<file path="src/rtl/fifo_pkg.sv">
// Shared definitions for the FIFO drain/unpack path.
// Contents:
//   FIFO_WIDTH_DEFAULT / FIFO_RATIO_DEFAULT - default word width and beats per word
//   occ_t                                   - slot-buffer occupancy count (0..2)
//   ratio_legal()                           - parameter legality: RATIO power of 2, >=2, divides WIDTH
//   beat_bits()                             - width of the beat counter for a given RATIO
package fifo_pkg;

  localparam int FIFO_WIDTH_DEFAULT = 16;
  localparam int FIFO_RATIO_DEFAULT = 2;

  typedef logic [1:0] occ_t;

  function automatic bit ratio_legal(input int width, input int ratio);
    return (ratio >= 2) && ((ratio & (ratio - 1)) == 0) && ((width % ratio) == 0);
  endfunction

  // Clamped to 1 so an illegal RATIO still elaborates far enough to hit the legality error.
  function automatic int beat_bits(input int ratio);
    return (ratio > 1) ? $clog2(ratio) : 1;
  endfunction

endpackage

</file>
<file path="src/rtl/unpack_slot_buf.sv">
// Two-entry word buffer feeding the unpacker's output.
// Slot 0 is the head word being emitted; slot 1 holds the next word.
// Ports:
//   clk, reset_n   - clock, synchronous active-low reset
//   clr            - synchronous clear of both slots (dominates capture)
//   cap_en/data    - write a word into the lowest free slot this edge
//   retire         - head word fully emitted; slot 1 moves up
//   head_valid/data- slot 0 contents
//   occupancy      - number of valid slots (0..2)
module unpack_slot_buf
  import fifo_pkg::*;
#(
  parameter int WIDTH = FIFO_WIDTH_DEFAULT
) (
  input  logic             clk,
  input  logic             reset_n,
  input  logic             clr,
  input  logic             cap_en,
  input  logic [WIDTH-1:0] cap_data,
  input  logic             retire,
  output logic             head_valid,
  output logic [WIDTH-1:0] head_data,
  output occ_t             occupancy
);

  logic             v0_q, v0_d, v1_q, v1_d;
  logic [WIDTH-1:0] s0_q, s0_d, s1_q, s1_d;

  always_comb begin
    v0_d = v0_q;
    v1_d = v1_q;
    s0_d = s0_q;
    s1_d = s1_q;
    // Retire first so a capture in the same cycle sees the freed head slot.
    if (retire) begin
      v0_d = v1_q;
      s0_d = s1_q;
      v1_d = 1'b0;
    end
    // The pop rule guarantees a free slot exists whenever a capture arrives.
    if (cap_en) begin
      if (!v0_d) begin
        v0_d = 1'b1;
        s0_d = cap_data;
      end else begin
        v1_d = 1'b1;
        s1_d = cap_data;
      end
    end
    if (clr) begin
      v0_d = 1'b0;
      v1_d = 1'b0;
    end
  end

  always_ff @(posedge clk) begin
    if (!reset_n) begin
      v0_q <= 1'b0;
      v1_q <= 1'b0;
      s0_q <= '0;
      s1_q <= '0;
    end else begin
      v0_q <= v0_d;
      v1_q <= v1_d;
      s0_q <= s0_d;
      s1_q <= s1_d;
    end
  end

  assign head_valid = v0_q;
  assign head_data  = s0_q;
  assign occupancy  = {v0_q & v1_q, v0_q ^ v1_q};

endmodule

</file>
<file path="src/rtl/fifo_unpacker.sv">
// Drain stage for the push/pop FIFO: pops WIDTH-bit words and re-emits each
// as RATIO beats of WIDTH/RATIO bits on a valid/ready stream, LSB slice first.
// A two-word buffer plus one in-flight pop covers the FIFO's read latency so
// an unstalled consumer sees one beat per cycle with no gaps between words.
// Ports:
//   clk, reset_n   - clock, synchronous active-low reset
//   flush          - synchronous clear of buffered and in-flight words
//   fifo_empty     - FIFO empty flag
//   fifo_pop       - pop request (combinational)
//   fifo_data      - FIFO read data, valid the cycle after an accepted pop
//   out_valid/ready/data/last - beat stream; out_last marks slice RATIO-1
module fifo_unpacker
  import fifo_pkg::*;
#(
  parameter int WIDTH = FIFO_WIDTH_DEFAULT,
  parameter int RATIO = FIFO_RATIO_DEFAULT
) (
  input  logic                   clk,
  input  logic                   reset_n,
  input  logic                   flush,
  input  logic                   fifo_empty,
  output logic                   fifo_pop,
  input  logic [WIDTH-1:0]       fifo_data,
  output logic                   out_valid,
  input  logic                   out_ready,
  output logic [WIDTH/RATIO-1:0] out_data,
  output logic                   out_last
);

  localparam int OUT_W  = WIDTH / RATIO;
  localparam int BEAT_W = beat_bits(RATIO);
  localparam logic [BEAT_W-1:0] LAST_BEAT = BEAT_W'(RATIO - 1);

  if (!ratio_legal(WIDTH, RATIO)) begin : g_param_check
    $error("fifo_unpacker: RATIO must be a power of 2, >= 2, and divide WIDTH");
  end

  logic              pend_q, pend_d;
  logic              discard_q, discard_d;
  logic [BEAT_W-1:0] beat_q, beat_d;

  logic              head_valid;
  logic [WIDTH-1:0]  head_data;
  occ_t              occupancy;
  logic              capture, xfer, last_xfer;
  logic [OUT_W-1:0]  slices [RATIO];

  for (genvar gi = 0; gi < RATIO; gi++) begin : g_slice
    assign slices[gi] = head_data[gi*OUT_W +: OUT_W];
  end

  assign out_valid = head_valid;
  assign out_data  = head_valid ? slices[beat_q] : '0;
  assign out_last  = head_valid & (beat_q == LAST_BEAT);

  assign xfer      = out_valid & out_ready;
  assign last_xfer = xfer & (beat_q == LAST_BEAT);

  // A word popped just before a flush/reset is never captured.
  assign capture   = pend_q & ~discard_q;

  // Slots plus the in-flight pop never exceed the two-word buffer.
  assign fifo_pop  = reset_n & ~flush & ~fifo_empty & ((occupancy + {1'b0, pend_q}) < 2'd2);

  always_comb begin
    pend_d    = fifo_pop;
    discard_d = flush;
    beat_d    = beat_q;
    if (flush) begin
      pend_d = 1'b0;
      beat_d = '0;
    end else if (xfer) begin
      beat_d = last_xfer ? '0 : beat_q + BEAT_W'(1);
    end
  end

  always_ff @(posedge clk) begin
    if (!reset_n) begin
      pend_q    <= 1'b0;
      discard_q <= 1'b1;
      beat_q    <= '0;
    end else begin
      pend_q    <= pend_d;
      discard_q <= discard_d;
      beat_q    <= beat_d;
    end
  end

  unpack_slot_buf #(
    .WIDTH(WIDTH)
  ) u_slot_buf (
    .clk       (clk),
    .reset_n   (reset_n),
    .clr       (flush),
    .cap_en    (capture),
    .cap_data  (fifo_data),
    .retire    (last_xfer),
    .head_valid(head_valid),
    .head_data (head_data),
    .occupancy (occupancy)
  );

endmodule
</file>
<file path="config.mk">
export PLATFORM = sky130hd
export DESIGN_NAME = fifo_unpacker
export DESIGN_NICKNAME = d
export VERILOG_FILES = /design/src/rtl/fifo_pkg.sv /design/src/rtl/unpack_slot_buf.sv /design/src/rtl/fifo_unpacker.sv
export SDC_FILE = /design/constraint.sdc
export NUM_CORES = 1
export LEC_CHECK = 0
export ABC_AREA = 1
export CAP_MARGIN = 0
export CORE_MARGIN = 2
export CORE_UTILIZATION = 33
export CTS_BUF_LIST = sky130_fd_sc_hd__clkbuf_4 sky130_fd_sc_hd__clkbuf_8
export DETAILED_ROUTE_END_ITERATION = 6
export SYNTH_ARGS = -nofsm -noshare
export SYNTH_HDL_FRONTEND = slang
export SYNTH_SLANG_ARGS = --single-unit
</file>
<file path="constraint.sdc">
create_clock -name clk -period 1.7 [get_ports clk]
set_input_delay 0.255 -clock clk [delete_from_list [all_inputs] [get_ports clk]]
set_output_delay 0.255 -clock clk [all_outputs]
set_load 0.02 [all_outputs]
</file>
==> metrics <==
outcome complete, no violations; Via-to-Cell Ratio 4.40; total core area 5920 um2; VDD IR max 282 uV; Finished Cell Area 2590 um2; HPWL after DPL 3.26 mm; Rel. slew slack 77.3%; Leak Pwr 1.36 nW; f_max 0.602 GHz; largest net degree at the start of global routing 33; Area Overhead vs Synth 27.7%; CP Launch Type flop; pins over their slew limit 0; Ports 32; Worst Hold Class reg -> reg; first-pass GRT wire length 8.16 mm; Sequential Area 746 um2; share of cells above drive strength 1 16.6%; Power, Total 0.00171 W; CTS Buf Count 5; area post-placement 2490 um2; Syn Inst Count 316; initial antenna violation count 0; total global routing overflow 0; placer congestion estimate 0.774; Critical Path Sink Type output port; Longest Clk Path Bufs 2; Tot GR Track Use 16.0%; die area 6780 um2; measured slew at the worst slew-check pin 0.341 ns; Yosys reg bits 37; Max-Cap Viols 0; Final Cycle Share 97.7%; class of the most critical setup path reg -> out; DR pass1 iterations 4; die width 82.4 um; Final Hold Vio Count 0; WHS 0.519 ns; Worst Path Required 1.44 ns; post-route ant nets 0; CTS tree done; Antenna diodes 0; Syn Area/Cell 6.41 um2; vias in the first global route 1718; Multi-input gate area 1000 um2; Finished Layout Cells 430; Routed WL 4.73 mm; die span in y 82.4 um; drc violations 0; crit path max fanout 3; fill cell count 607; post-synthesis sequential area ratio 36.5%; standard-cell rows 28; CTS H-tree depth 2; CTS sink cnt 37; Post-synth ARST share 0%; fin crit period 1.66 ns; routed len/inst 11.0 um; EDFF count, synth 0; Cell Pwr Density 661 nW/um2; vias 1891; Worst Path Arrival 1.41 ns; Clock Latency Late Sink 0.29 ns; Post-CTS Setup Bufs 0; setup violators final 0; Synthesis Warnings 0; Nets 376; final worst slack 0.0385 ns; initial core utilization 34.2%; syn nets 338; Post-synth top flop dfxtp_1; post-synth cell types 20; synthesized area 2030 um2; pre-CTS setup slack -0.353 ns; dpl cells 422; DRT iter0 DRCs 84; Final Skew 0.00539 ns; Clock Tree Root clkbuf_8; CTS clk-pin slew, worst paths 0.08 ns; IO Port Bufs 31
==> final timing paths <==
path / end / depth (start not counted) / start / slack [ns]
max: fifo_pop / 5 / u_slot_buf.head_valid / 0.04
min: u_slot_buf.s1_q[10] / 4 / u_slot_buf.s1_q[10] / 0.52
max reg2reg: u_slot_buf.head_data[14] / 8 / u_slot_buf.head_valid / 0.32
min reg2reg: u_slot_buf.s1_q[10] / 4 / u_slot_buf.s1_q[10] / 0.52
==> power by group <==
group          total, W  internal, W  leakage (nW)  switching (W)
clock network  0.000694     0.000367        0.0542       0.000327
logic          0.000135    0.0000710          1.00      0.0000643
registers      0.000881     0.000875         0.300     0.00000621
total           0.00171      0.00131          1.36       0.000398
==> per-stage QoR <==
step           setup TNS (ns)  util [%]
6_report                    0      43.7
5_1_grt              -0.00943      43.7
2_1_floorplan               0         -
3_5_place_dp           -0.622      42.1
3_3_place_gp           -0.593      42.1
4_1_cts                     0      43.9
==> cells in the mapped netlist (3+ instances only) <==
cell type	count	share of area, %
nand2_1	92	17
nor2_1	80	15
inv_1	39	7.2
dfxtp_1	37	37
nand4_1	17	5.2
nand2_2	10	3.1
o21ai_0	10	2.5
buf_6	8	4.4
buf_2	4	0.99
buf_4	3	1.1
nand3_4	3	2.6
==> cell families after synthesis <==
kind of cell,synth area share [%]
AND/OR/NAND/NOR,44.6
flip-flops,36.5
adder cells (fa/ha/maj),0.617
AO/OA/AOI/OAI,3.70
buffers and inverters,14.6
==> cell usage in the layout (no fill, tap or decap), drive strengths merged <==
cell	synthesis	layout
nand2	103	103
nor2	82	82
inv	39	38
dfxtp	37	37
buf	16	22
clkdlybuf4s50	0	20
nand4	18	18
clkbuf	3	11
o21ai	10	10
nand3	3	3
a21oi	2	2
clkdlybuf4s15	0	2
dlygate4sd2	0	2
a211oi	2	2
clkinvlp	0	1
ha	1	1
clkinv	0	1
==> area by class of cell <==
cell class,count,area share [%]
clock inverters,1,0.193
repair buffers,50,19.1
clock buffers,7,3.72
flip-flops and latches,37,28.8
well taps,75,3.62
multi-input cells,221,38.7
inverters,39,5.80
==> what timing repair did <==
item,in CTS,in global routing
hold endpoints to repair,0,0
gates resized for setup,30,13
pin swaps,0,1
setup endpoints to repair,11,10
hold buffers,0,0
==> critical path, cell delays in order, from the launching register on <==
cell      delay (ns)
dfxtp_2         0.34
ha_1            0.30
nand2_2         0.10
o21ai_2         0.07
a211oi_2        0.14
buf_4           0.17
==> flip-flops by register name, indices dropped and copies added, names as in the netlist <==
name	flops
u_slot_buf.head_valid	1
u_slot_buf.v1_q	1
u_slot_buf.head_data	16
beat_q	1
u_slot_buf.s1_q	16
discard_q	1
pend_q	1
==> per-layer routing <==
layer	routed length [um]	part of all wire [%]	vias up	track usage, %
li1	-	-	1025	-
met1	2350	50	819	21.8
met2	2070	44	40	24.1
met3	250	5.3	7	4.24
met4	57	1.2	0	5.50
met5	0	0	-	0
No activity file was read; power rests on OpenSTA's default activity.
